**config.mk**
```make
export PLATFORM = sky130hd
export DESIGN_NAME = operand_fetch
export DESIGN_NICKNAME = d
export VERILOG_FILES = /design/src/rtl/operand_fetch_pkg.sv /design/src/rtl/operand_fetch_reg_file.sv /design/src/rtl/operand_fetch.sv
export SDC_FILE = /design/constraint.sdc
export NUM_CORES = 2
export LEC_CHECK = 0
export BUFFER_PORTS_ARGS = -buffer_cell sky130_fd_sc_hd__buf_2
export CAP_MARGIN = 0
export CORE_MARGIN = 3
export CORE_UTILIZATION = 53
export CTS_CLUSTER_DIAMETER = 80
export DETAILED_ROUTE_END_ITERATION = 12
export PLACE_DENSITY = 0.72
export SLEW_MARGIN = 20
export SYNTH_ARGS = -nofsm -noshare
export SYNTH_HDL_FRONTEND = slang
export SYNTH_SLANG_ARGS = --single-unit
```
**constraint.sdc**
```tcl
create_clock -name clk -period 2.9 [get_ports clk]
set_clock_uncertainty 0.15 [all_clocks]
set_input_delay 0.435 -clock clk [delete_from_list [all_inputs] [get_ports clk]]
set_output_delay 0.435 -clock clk [all_outputs]
set_load 0.05 [all_outputs]
```
**src/rtl/operand_fetch_pkg.sv**
```systemverilog
// -----------------------------------------------------------------------------
// operand_fetch_pkg
// Shared constants for the operand-fetch stage and the ALU stage behind it:
// default datapath/register-index widths and the 3-bit ALU opcode encodings.
// -----------------------------------------------------------------------------
package operand_fetch_pkg;

    localparam int DATA_WIDTH = 32;
    localparam int ADDR_WIDTH = 5;

    typedef logic [2:0] aluop_t;

    localparam aluop_t ALUOP_AND = 3'b000;
    localparam aluop_t ALUOP_OR  = 3'b001;
    localparam aluop_t ALUOP_ADD = 3'b010;
    localparam aluop_t ALUOP_SUB = 3'b110;
    localparam aluop_t ALUOP_SLT = 3'b111;

endpackage : operand_fetch_pkg

```
**src/rtl/operand_fetch_reg_file.sv**
```systemverilog
// -----------------------------------------------------------------------------
// operand_fetch_reg_file
// 2**ADDR_WIDTH x DATA_WIDTH register file: two asynchronous read ports, one
// synchronous write port, register 0 hardwired to zero. No write-to-read
// bypass here; the caller handles forwarding.
// Ports:
//   clk, resetn        clock / asynchronous active-low clear of every register
//   ra_addr, ra_data   read port A
//   rb_addr, rb_data   read port B
//   we, waddr, wdata   write port (writes to register 0 are discarded)
// -----------------------------------------------------------------------------
module operand_fetch_reg_file #(
    parameter int DATA_WIDTH = 32,
    parameter int ADDR_WIDTH = 5
) (
    input  logic                  clk,
    input  logic                  resetn,
    input  logic [ADDR_WIDTH-1:0] ra_addr,
    output logic [DATA_WIDTH-1:0] ra_data,
    input  logic [ADDR_WIDTH-1:0] rb_addr,
    output logic [DATA_WIDTH-1:0] rb_data,
    input  logic                  we,
    input  logic [ADDR_WIDTH-1:0] waddr,
    input  logic [DATA_WIDTH-1:0] wdata
);

    localparam int NREG = 1 << ADDR_WIDTH;

    // Flattened view of all registers used by the read muxes.
    logic [NREG-1:0][DATA_WIDTH-1:0] rd_vec;

    assign rd_vec[0] = '0;

    generate
        for (genvar gi = 1; gi < NREG; gi++) begin : g_reg
            logic [DATA_WIDTH-1:0] val_q;
            logic [DATA_WIDTH-1:0] val_d;

            always_comb begin
                val_d = val_q;
                if (we && (waddr == ADDR_WIDTH'(gi))) begin
                    val_d = wdata;
                end
            end

            always_ff @(posedge clk or negedge resetn) begin
                if (!resetn) begin
                    val_q <= '0;
                end else begin
                    val_q <= val_d;
                end
            end

            assign rd_vec[gi] = val_q;
        end
    endgenerate

    assign ra_data = rd_vec[ra_addr];
    assign rb_data = rd_vec[rb_addr];

endmodule : operand_fetch_reg_file

```
**src/rtl/operand_fetch.sv**
```systemverilog
// -----------------------------------------------------------------------------
// operand_fetch
// Feeds the ALU stage. Accepts decoded ops on a valid/ready handshake, reads
// both sources from the internal register file (with same-cycle forwarding
// from the writeback port), stalls on RAW/WAW hazards tracked by busy bits,
// and presents A/B/aluop/rd/wen through a one-entry output register.
// Ports:
//   clk, resetn                   clock / asynchronous active-low reset
//   in_valid/in_ready + in_*      upstream operation
//   out_valid/out_ready + out_*   operand bundle to the ALU
//   wb_en, wb_addr, wb_data       writeback from the downstream stage
//   stall_count                   saturating count of hazard-stall cycles
// -----------------------------------------------------------------------------
module operand_fetch #(
    parameter int DATA_WIDTH = operand_fetch_pkg::DATA_WIDTH,
    parameter int ADDR_WIDTH = operand_fetch_pkg::ADDR_WIDTH
) (
    input  logic                  clk,
    input  logic                  resetn,
    input  logic                  in_valid,
    output logic                  in_ready,
    input  logic [ADDR_WIDTH-1:0] in_rs,
    input  logic [ADDR_WIDTH-1:0] in_rt,
    input  logic [ADDR_WIDTH-1:0] in_rd,
    input  logic                  in_wen,
    input  logic                  in_use_imm,
    input  logic [DATA_WIDTH-1:0] in_imm,
    input  logic [2:0]            in_aluop,
    output logic                  out_valid,
    input  logic                  out_ready,
    output logic [DATA_WIDTH-1:0] out_A,
    output logic [DATA_WIDTH-1:0] out_B,
    output logic [2:0]            out_aluop,
    output logic [ADDR_WIDTH-1:0] out_rd,
    output logic                  out_wen,
    input  logic                  wb_en,
    input  logic [ADDR_WIDTH-1:0] wb_addr,
    input  logic [DATA_WIDTH-1:0] wb_data,
    output logic [31:0]           stall_count
);

    localparam int NREG = 1 << ADDR_WIDTH;

    logic [DATA_WIDTH-1:0] rf_a;
    logic [DATA_WIDTH-1:0] rf_b;
    logic                  wb_live;

    // Writes to r0 are meaningless, so they neither write nor forward.
    assign wb_live = wb_en && (wb_addr != '0);

    operand_fetch_reg_file #(
        .DATA_WIDTH(DATA_WIDTH),
        .ADDR_WIDTH(ADDR_WIDTH)
    ) u_reg_file (
        .clk     (clk),
        .resetn  (resetn),
        .ra_addr (in_rs),
        .ra_data (rf_a),
        .rb_addr (in_rt),
        .rb_data (rf_b),
        .we      (wb_live),
        .waddr   (wb_addr),
        .wdata   (wb_data)
    );

    logic [NREG-1:0]       busy_q, busy_d;
    logic                  out_valid_q, out_valid_d;
    logic [DATA_WIDTH-1:0] out_a_q, out_a_d;
    logic [DATA_WIDTH-1:0] out_b_q, out_b_d;
    logic [2:0]            out_aluop_q, out_aluop_d;
    logic [ADDR_WIDTH-1:0] out_rd_q, out_rd_d;
    logic                  out_wen_q, out_wen_d;
    logic [31:0]           stall_q, stall_d;

    logic                  byp_rs, byp_rt;
    logic                  hz_rs, hz_rt, hz_rd, hazard;
    logic                  accept;
    logic [DATA_WIDTH-1:0] src_a, src_b;

    always_comb begin
        byp_rs = wb_live && (wb_addr == in_rs);
        byp_rt = wb_live && (wb_addr == in_rt);

        hz_rs  = busy_q[in_rs] && !byp_rs;
        hz_rt  = !in_use_imm && busy_q[in_rt] && !byp_rt;
        // The destination check has no forwarding: a pending write to rd
        // must retire before a younger writer of rd may issue.
        hz_rd  = in_wen && busy_q[in_rd];
        hazard = hz_rs || hz_rt || hz_rd;

        in_ready = (!out_valid_q || out_ready) && !hazard;
        accept   = in_valid && in_ready;

        src_a = byp_rs ? wb_data : rf_a;
        if (in_use_imm) begin
            src_b = in_imm;
        end else if (byp_rt) begin
            src_b = wb_data;
        end else begin
            src_b = rf_b;
        end
    end

    always_comb begin
        busy_d      = busy_q;
        out_valid_d = out_valid_q;
        out_a_d     = out_a_q;
        out_b_d     = out_b_q;
        out_aluop_d = out_aluop_q;
        out_rd_d    = out_rd_q;
        out_wen_d   = out_wen_q;
        stall_d     = stall_q;

        if (wb_live) begin
            busy_d[wb_addr] = 1'b0;
        end
        // Applied after the clear so a same-cycle set of the same bit wins.
        if (accept && in_wen && (in_rd != '0)) begin
            busy_d[in_rd] = 1'b1;
        end

        if (accept) begin
            out_valid_d = 1'b1;
            out_a_d     = src_a;
            out_b_d     = src_b;
            out_aluop_d = in_aluop;
            out_rd_d    = in_rd;
            out_wen_d   = in_wen;
        end else if (out_ready) begin
            out_valid_d = 1'b0;
        end

        if (in_valid && hazard && (stall_q != 32'hFFFF_FFFF)) begin
            stall_d = stall_q + 32'd1;
        end
    end

    always_ff @(posedge clk or negedge resetn) begin
        if (!resetn) begin
            busy_q      <= '0;
            out_valid_q <= 1'b0;
            out_a_q     <= '0;
            out_b_q     <= '0;
            out_aluop_q <= '0;
            out_rd_q    <= '0;
            out_wen_q   <= 1'b0;
            stall_q     <= '0;
        end else begin
            busy_q      <= busy_d;
            out_valid_q <= out_valid_d;
            out_a_q     <= out_a_d;
            out_b_q     <= out_b_d;
            out_aluop_q <= out_aluop_d;
            out_rd_q    <= out_rd_d;
            out_wen_q   <= out_wen_d;
            stall_q     <= stall_d;
        end
    end

    assign out_valid   = out_valid_q;
    assign out_A       = out_a_q;
    assign out_B       = out_b_q;
    assign out_aluop   = out_aluop_q;
    assign out_rd      = out_rd_q;
    assign out_wen     = out_wen_q;
    assign stall_count = stall_q;

endmodule : operand_fetch

```
### Word-level counts from Yosys, hierarchy flattened

Index checks and enable logic that the tools add are counted.

* register bits after elaboration: 1130
* bits of input ports: 94
* logic and storage cells: 161

* add/subtract/negate cells: 1
* $lt $le $gt $ge: 6
* eq/ne operators: 34
* multiplexer cells: 21
* bitwise operators: 3
* reduce and logical (&&, ||, !) cells: 57

Operator list (count)
* 32-bit binary-select mux with 5-bit select: 2
* 32-bit 2-to-1 mux: 7
* 5-bit == test (second input constant): 16
* 1-bit logical AND: 46
* 5-bit by 4-bit == test with 1-bit output (second input constant): 8
* 32-bit by 1-bit adder with 32-bit output (second input constant): 1
* 32-bit bitwise AND: 1
* 32-bit != test (second input constant): 1
* 32-bit NOT: 1
* 32-bit bitwise OR: 1
* 5-bit by 6-bit less-than comparator with 1-bit output (second input constant): 4
* 5-bit by 3-bit == test with 1-bit output (second input constant): 4
* 1-bit binary-select mux with 5-bit select: 3
* 1-bit demux with 5-bit select: 2
* 5-bit by 2-bit == test with 1-bit output (second input constant): 2
* 5-bit == test: 2
* 5-bit by 1-bit greater-or-equal comparator with 1-bit output (second input constant): 2
* 5-bit nonzero test: 2
* 1-bit 2-to-1 mux: 7
* 5-bit by 1-bit == test with 1-bit output (second input constant): 1
* 1-bit logical NOT: 5
* 1-bit logical OR: 3
* 2-bit nonzero test: 1

### Depth between registers and ports, before layout

* depth after elaboration: 13
* mapped depth: 12
* depth with buffers taken out: 7

### Hierarchy

A second synthesis with hierarchy kept.

* cell total of the unflattened synthesis: 4361
* area, all modules: 60794.6 um^2

Modules (own cells, without submodules)
* operand_fetch_reg_file: times used 1, cells an instance 3639, area an instance 53186.0 um^2, sequential area each 24823.8 um^2
* operand_fetch: times used 1, cells an instance 722, area an instance 7608.5 um^2, sequential area each 3453.3 um^2

### Worst setup path after synthesis

Ideal clock, no wire load.

* path type: input port to output port
* start point: in in_rd[0]
* end point: out in_ready
* arrival: 2.990 ns
* required time: 2.315 ns
* setup slack: -0.675 ns
* stages on the path: 8
* cells stage by stage: clkbuf_1 > mux4_2 > a22oi_1 > o211ai_1 > a221o_1 > buf_6 > clkbuf_1 > nor2b_1

* longest elaborated chain between the ends: 6

Ends and longest elaborated chain
* start: declaration: RTL line operand_fetch.sv:24 `input logic [ADDR_WIDTH-1:0] in_rd,`
* 1-bit binary-select mux with 5-bit select: RTL line operand_fetch.sv:88 `hz_rd = in_wen && busy_q[in_rd];`
* 1-bit 2-to-1 mux (not written as such): RTL line operand_fetch.sv:88
* 1-bit logical AND: RTL line operand_fetch.sv:88
* 1-bit logical OR: RTL line operand_fetch.sv:89 `hazard = hz_rs || hz_rt || hz_rd;`
* 1-bit logical NOT: RTL line operand_fetch.sv:91 `in_ready = (!out_valid_q || out_ready) && !hazard;`
* 1-bit logical AND: RTL line operand_fetch.sv:91
* end: declaration: RTL line operand_fetch.sv:21 `output logic in_ready,`

No other way between the ends. The select of a mux whose other input is x is not followed.

### Worst setup path after layout

* start point: reg busy_q[15]
* end point: out in_ready

* longest elaborated chain between the ends: 8

Ends and longest elaborated chain
* start: declaration: RTL line operand_fetch.sv:66 `logic [NREG-1:0] busy_q, busy_d;`
* start signal: assignment: RTL line operand_fetch.sv:149 `busy_q <= busy_d;`
* 1-bit binary-select mux with 5-bit select: RTL line operand_fetch.sv:85 `hz_rt = !in_use_imm && busy_q[in_rt] && !byp_rt;`
* 1-bit 2-to-1 mux (not written as such): RTL line operand_fetch.sv:85
* 1-bit logical AND (2 in a row): RTL line operand_fetch.sv:85
* 1-bit logical OR: RTL line operand_fetch.sv:89
* 1-bit logical OR (*): RTL line operand_fetch.sv:89
* 1-bit logical NOT (*): RTL line operand_fetch.sv:91
* 1-bit logical AND (*): RTL line operand_fetch.sv:91

Mark *: on every way between the ends. The rest lies on a longest branch, timed or not. The select of a mux whose other input is x is not followed.

==> summary.md <==
The flow ran to the end, but the final reports show violations. The checks that failed: setup timing. Among all stages on the critical path, the largest delay is contributed by sky130_fd_sc_hd__mux4_2. The final net count was 4479.

The floorplan has 123 rows. For this run, the top clock speed supported by timing is 274.6 MHz. After legalization and detailed placement, the total HPWL measured 118.4 mm. The congestion estimate from routability-driven global placement came to 0.9326.

Prior to clock tree synthesis, the placed netlist has a worst setup slack of -0.4593 ns. The die area is 118100 sq um, and the share of the cycle needed by the critical path after routing is 1.256. The leakage power total is 31.09 nW. When the netlist entered floorplanning its net count stood at 4146. In this run the count of I/O pins placed on the die edge is 201.

The tools report the pin count of the biggest net entering global routing as 72. The critical path data required time was 2.32 ns; the time the worst path needs with I/O delays and setup was 3.641 ns. The initial standard-cell utilization of the core was 0.5359. The die is 343.7 um tall. The largest fanout on the critical path was 4; the total clock sinks was 1130. Most common cell after layout, fill and taps aside: sky130_fd_sc_hd__dfrtp_1. The tools report the type of origin of the critical path as a register.

The synthesis-to-layout area growth is 17.52%, and the synthesized-area fraction occupied by xor and xnor cells is 0.005940. The transition time of the tightest slew-check pin is 0.9851 ns, and the mux share of post-synthesis cell area is 0.4325. TritonCTS built the clock tree.

The critical path goes through mux4_2 > a22o_1 > a31oi_1 > o22ai_1 > a221o_2 > buf_6 > nor2b_4 > buf_8. The clock passes through at most 3 buffers. The run gives 117 as the number of buffers created by CTS. The total area inside the core boundary comes to 112800 sq um. The count of input and output buffers was 200; the total of max-cap violations was 0. The post-place instance area was 66200 sq um; the worst slew margin relative to its limit was 0.3432. Summed over all failing endpoints, the final setup total negative slack is -63.33 ns. Ranked by total cell area, the synthesized netlist is headed by sky130_fd_sc_hd__dfrtp_1, sky130_fd_sc_hd__mux2_2, sky130_fd_sc_hd__mux4_2. Number of synthesized register bits: 1130. The run gives 71040 sq um as the final design instance area without fill. Biggest area consumer among synthesized cells: sky130_fd_sc_hd__dfrtp_1.

Number of routed nets with antenna violations: 0. The chip width came out at 343.7 um. The DRC violation count after routing came out at 0.

The area share of the largest cell type after synthesis came out at 0.4678. For this design the ratio of total power to cell area is 696.7 nW/um^2. The logs give 193.6 mm for the sum of routed wire length over all layers and 4051 for the synthesized instance count. The initial antenna violation count came out at 6. Setup repair after global routing could not meet its margin everywhere. The logs give 0.6298 for the fraction of the core area covered by cells at the end of the flow and 41.28k for the total via count after detailed routing. The summed instance area of the synthesized netlist came out at 60450 sq um.

The path type of the worst min-delay path was in2reg. The first TritonRoute pass finished after 8 iterations. The async set-reset flop share out of synthesis is 1.000. The first global-routing pass estimated 286.4 mm of wire.

In the routed layout, each cell is associated on average with a via count of 6.897. The count of buffering cells on the critical path with inverters included is 2. CTS placed an instance of sky130_fd_sc_hd__clkbuf_16 at the clock tree root. The total power draw came out at 0.04949 W. On the worst path, the slowest cell contributes a delay of 0.49 ns. Counting flops with a built-in enable in the synthesized netlist gives 0. The clock-pin slew on the worst setup and hold paths came out at 0.06 ns. The run gives 3.06 ns as the data arrival time at the worst-slack endpoint. By area, the combinational part of the netlist is dominated by multiplexers. The tools report the total of warnings raised by yosys as 0.

The global routing usage summed across all routing layers came out at 0.3289. The tools report the sequential element share of the synthesized area as 0.4678. Grouping stages by cell kind, the critical path spends the most delay in compound AO/OA/AOI/OAI gates.

Combined flip-flop and latch cell area: 28280 sq um. The post-synthesis simple-gate area fraction was 0.02885; the DRC violation total after the first TritonRoute iteration was 4716. In the synthesized netlist the dominant register cell turns out to be sky130_fd_sc_hd__dfrtp_1.

The via count of the first global-routing pass was 42.12k. In this run the mean area of a mapped cell was 14.92 sq um. The count of H-tree levels built during CTS is 3. For the clock network latency to the later pin of the worst-skew pair, the log shows 0.75 ns. The filler cells instantiated in the layout total 8226. The synthesized-area fraction occupied by adder cells was 0.0002070; the share of cells above drive strength 1 was 0.5547. Dividing the detail-routed wire length by the instance count gives 32.35 um. Compound-gate portion of the synthesized area: 0.03388. Summing all multi-input logic gate instances after layout gives 30740 sq um. The tools report the final setup slack of the worst path as -0.7412 ns. The worst setup path is of the reg2out kind.

Category of the worst setup path capture point: an output pin. The total count of hold-check failures in the final report came out at 0. The number of distinct library cells after synthesis is 56. VDD sags by at most 0.0006189 V.

The logs give 0 for the final global-route overflow total and 0 for the final-report max-slew violation count. The top cell types in the final layout, fill and taps aside, are sky130_fd_sc_hd__dfrtp_1, sky130_fd_sc_hd__mux2_2, sky130_fd_sc_hd__mux4_2, sky130_fd_sc_hd__buf_4, sky130_fd_sc_hd__buf_2. Setup violations remaining at the end of the flow were counted as 106.
[power breakdown]
part	internal [W]	switching [W]	total (W)
registers	0.0190	0.00255	0.0215
logic	0.00673	0.00563	0.0124
clock network	0.00893	0.00668	0.0156
[timing repair]
action	CTS	global route
cloned	5	2
setup endpoints to repair	98	110
hold buffers	36	0
gates resized for setup	39	14
hold endpoints to repair	300	0
buffers inserted	14	5
pin swaps	3	5
[state kept, by name (all words and copies together), names as in the netlist]
name,flops
out_aluop,3
out_rd,5
stall_count,32
busy_q,32
out_wen,1
u_reg_file.g.val_q,992
out_A,32
out_valid,1
out_B,32
[worst min-delay path, cell delays in order]
cell	delay, ns
sky130_fd_sc_hd__buf_2	0.08
sky130_fd_sc_hd__a2bb2oi_1	0.18
sky130_fd_sc_hd__mux2_4	0.16
[cell usage after synthesis, drive strengths merged, types with 3 or more instances]
cell type	instances
o31ai	13
nand2	136
o21ai	34
nor4b	4
a22oi	21
mux2i	169
a21boi	14
a32o	31
nand4	41
o2bb2ai	32
and2	5
mux2	1100
nand3	56
and3	10
o22ai	5
a2bb2oi	21
nor2b	6
and4	6
buf	133
or2	4
inv	26
nor2	47
nor4	3
nand3b	3
clkbuf	293
a21oi	23
nand2b	6
nor3	16
nor3b	4
a211oi	13
xnor2	40
dfrtp	1130
a22o	34
o211ai	20
mux4	535
[final cells by class]
class	count	share of cell area
Multi-Input combinational cell	2468	0.4326
Tap cell	1500	0.02642
Sequential cell	1130	0.3981
Inverter	27	0.001497
Clock inverter	45	0.008031
Antenna cell	7	0.0002466
Timing Repair Buffer	640	0.08537
Clock buffer	168	0.04771
[cell families (layout without fill, tap and decap cells)]
group           after synthesis  count (layout)
simple gates                355             355
xor+xnor                     41              41
flops                      1130            1130
compound gates              267             267
buf+inv                     453             880
mux                        1804            1804
other cells                   0               7
fa+ha+maj                     1               1
[path summary, 6_finish.rpt]
path | startpoint | end | slack [ns] | cells past startpoint
min in group asynchronous | resetn | u_reg_file.g_reg[23].val_q[3]$_DFFE_PN0P_ | 0.15 | 2
setup reg to reg | busy_q[15]$_DFF_PN0_ | out_B[5]$_DFFE_PN0P_ | -0.70 | 14
hold / removal | in_imm[2] | out_B[2]$_DFFE_PN0P_ | 0.04 | 3
setup / recovery | busy_q[15]$_DFF_PN0_ | in_ready | -0.74 | 8
hold reg to reg | out_B[4]$_DFFE_PN0P_ | out_B[4]$_DFFE_PN0P_ | 0.33 | 1
max in group asynchronous | resetn | u_reg_file.g_reg[25].val_q[16]$_DFFE_PN0P_ | 1.36 | 3
[metal layers]
| metal | part of all wire | track usage | up-vias |
|---|---|---|---|
| met5 | 0.000067 | 0 | - |
| met4 | 0.047 | 0.1359 | 2 |
| met3 | 0.098 | 0.07174 | 517 |
| met2 | 0.46 | 0.5041 | 2318 |
| met1 | 0.40 | 0.4594 | 22120 |
| li1 | - | - | 16323 |
[through the flow]
stage / hold slack [ns] / std cells
3_3_place_gp: 0.3167 / 5707
5_1_grt: 0.06069 / 5981
4_1_cts: 0.02104 / 5974
2_1_floorplan: -0.01059 / 4051
6_report: 0.04086 / 5985
3_5_place_dp: 0.3192 / 5707
Note: power is estimated with default switching activity, not from simulation.
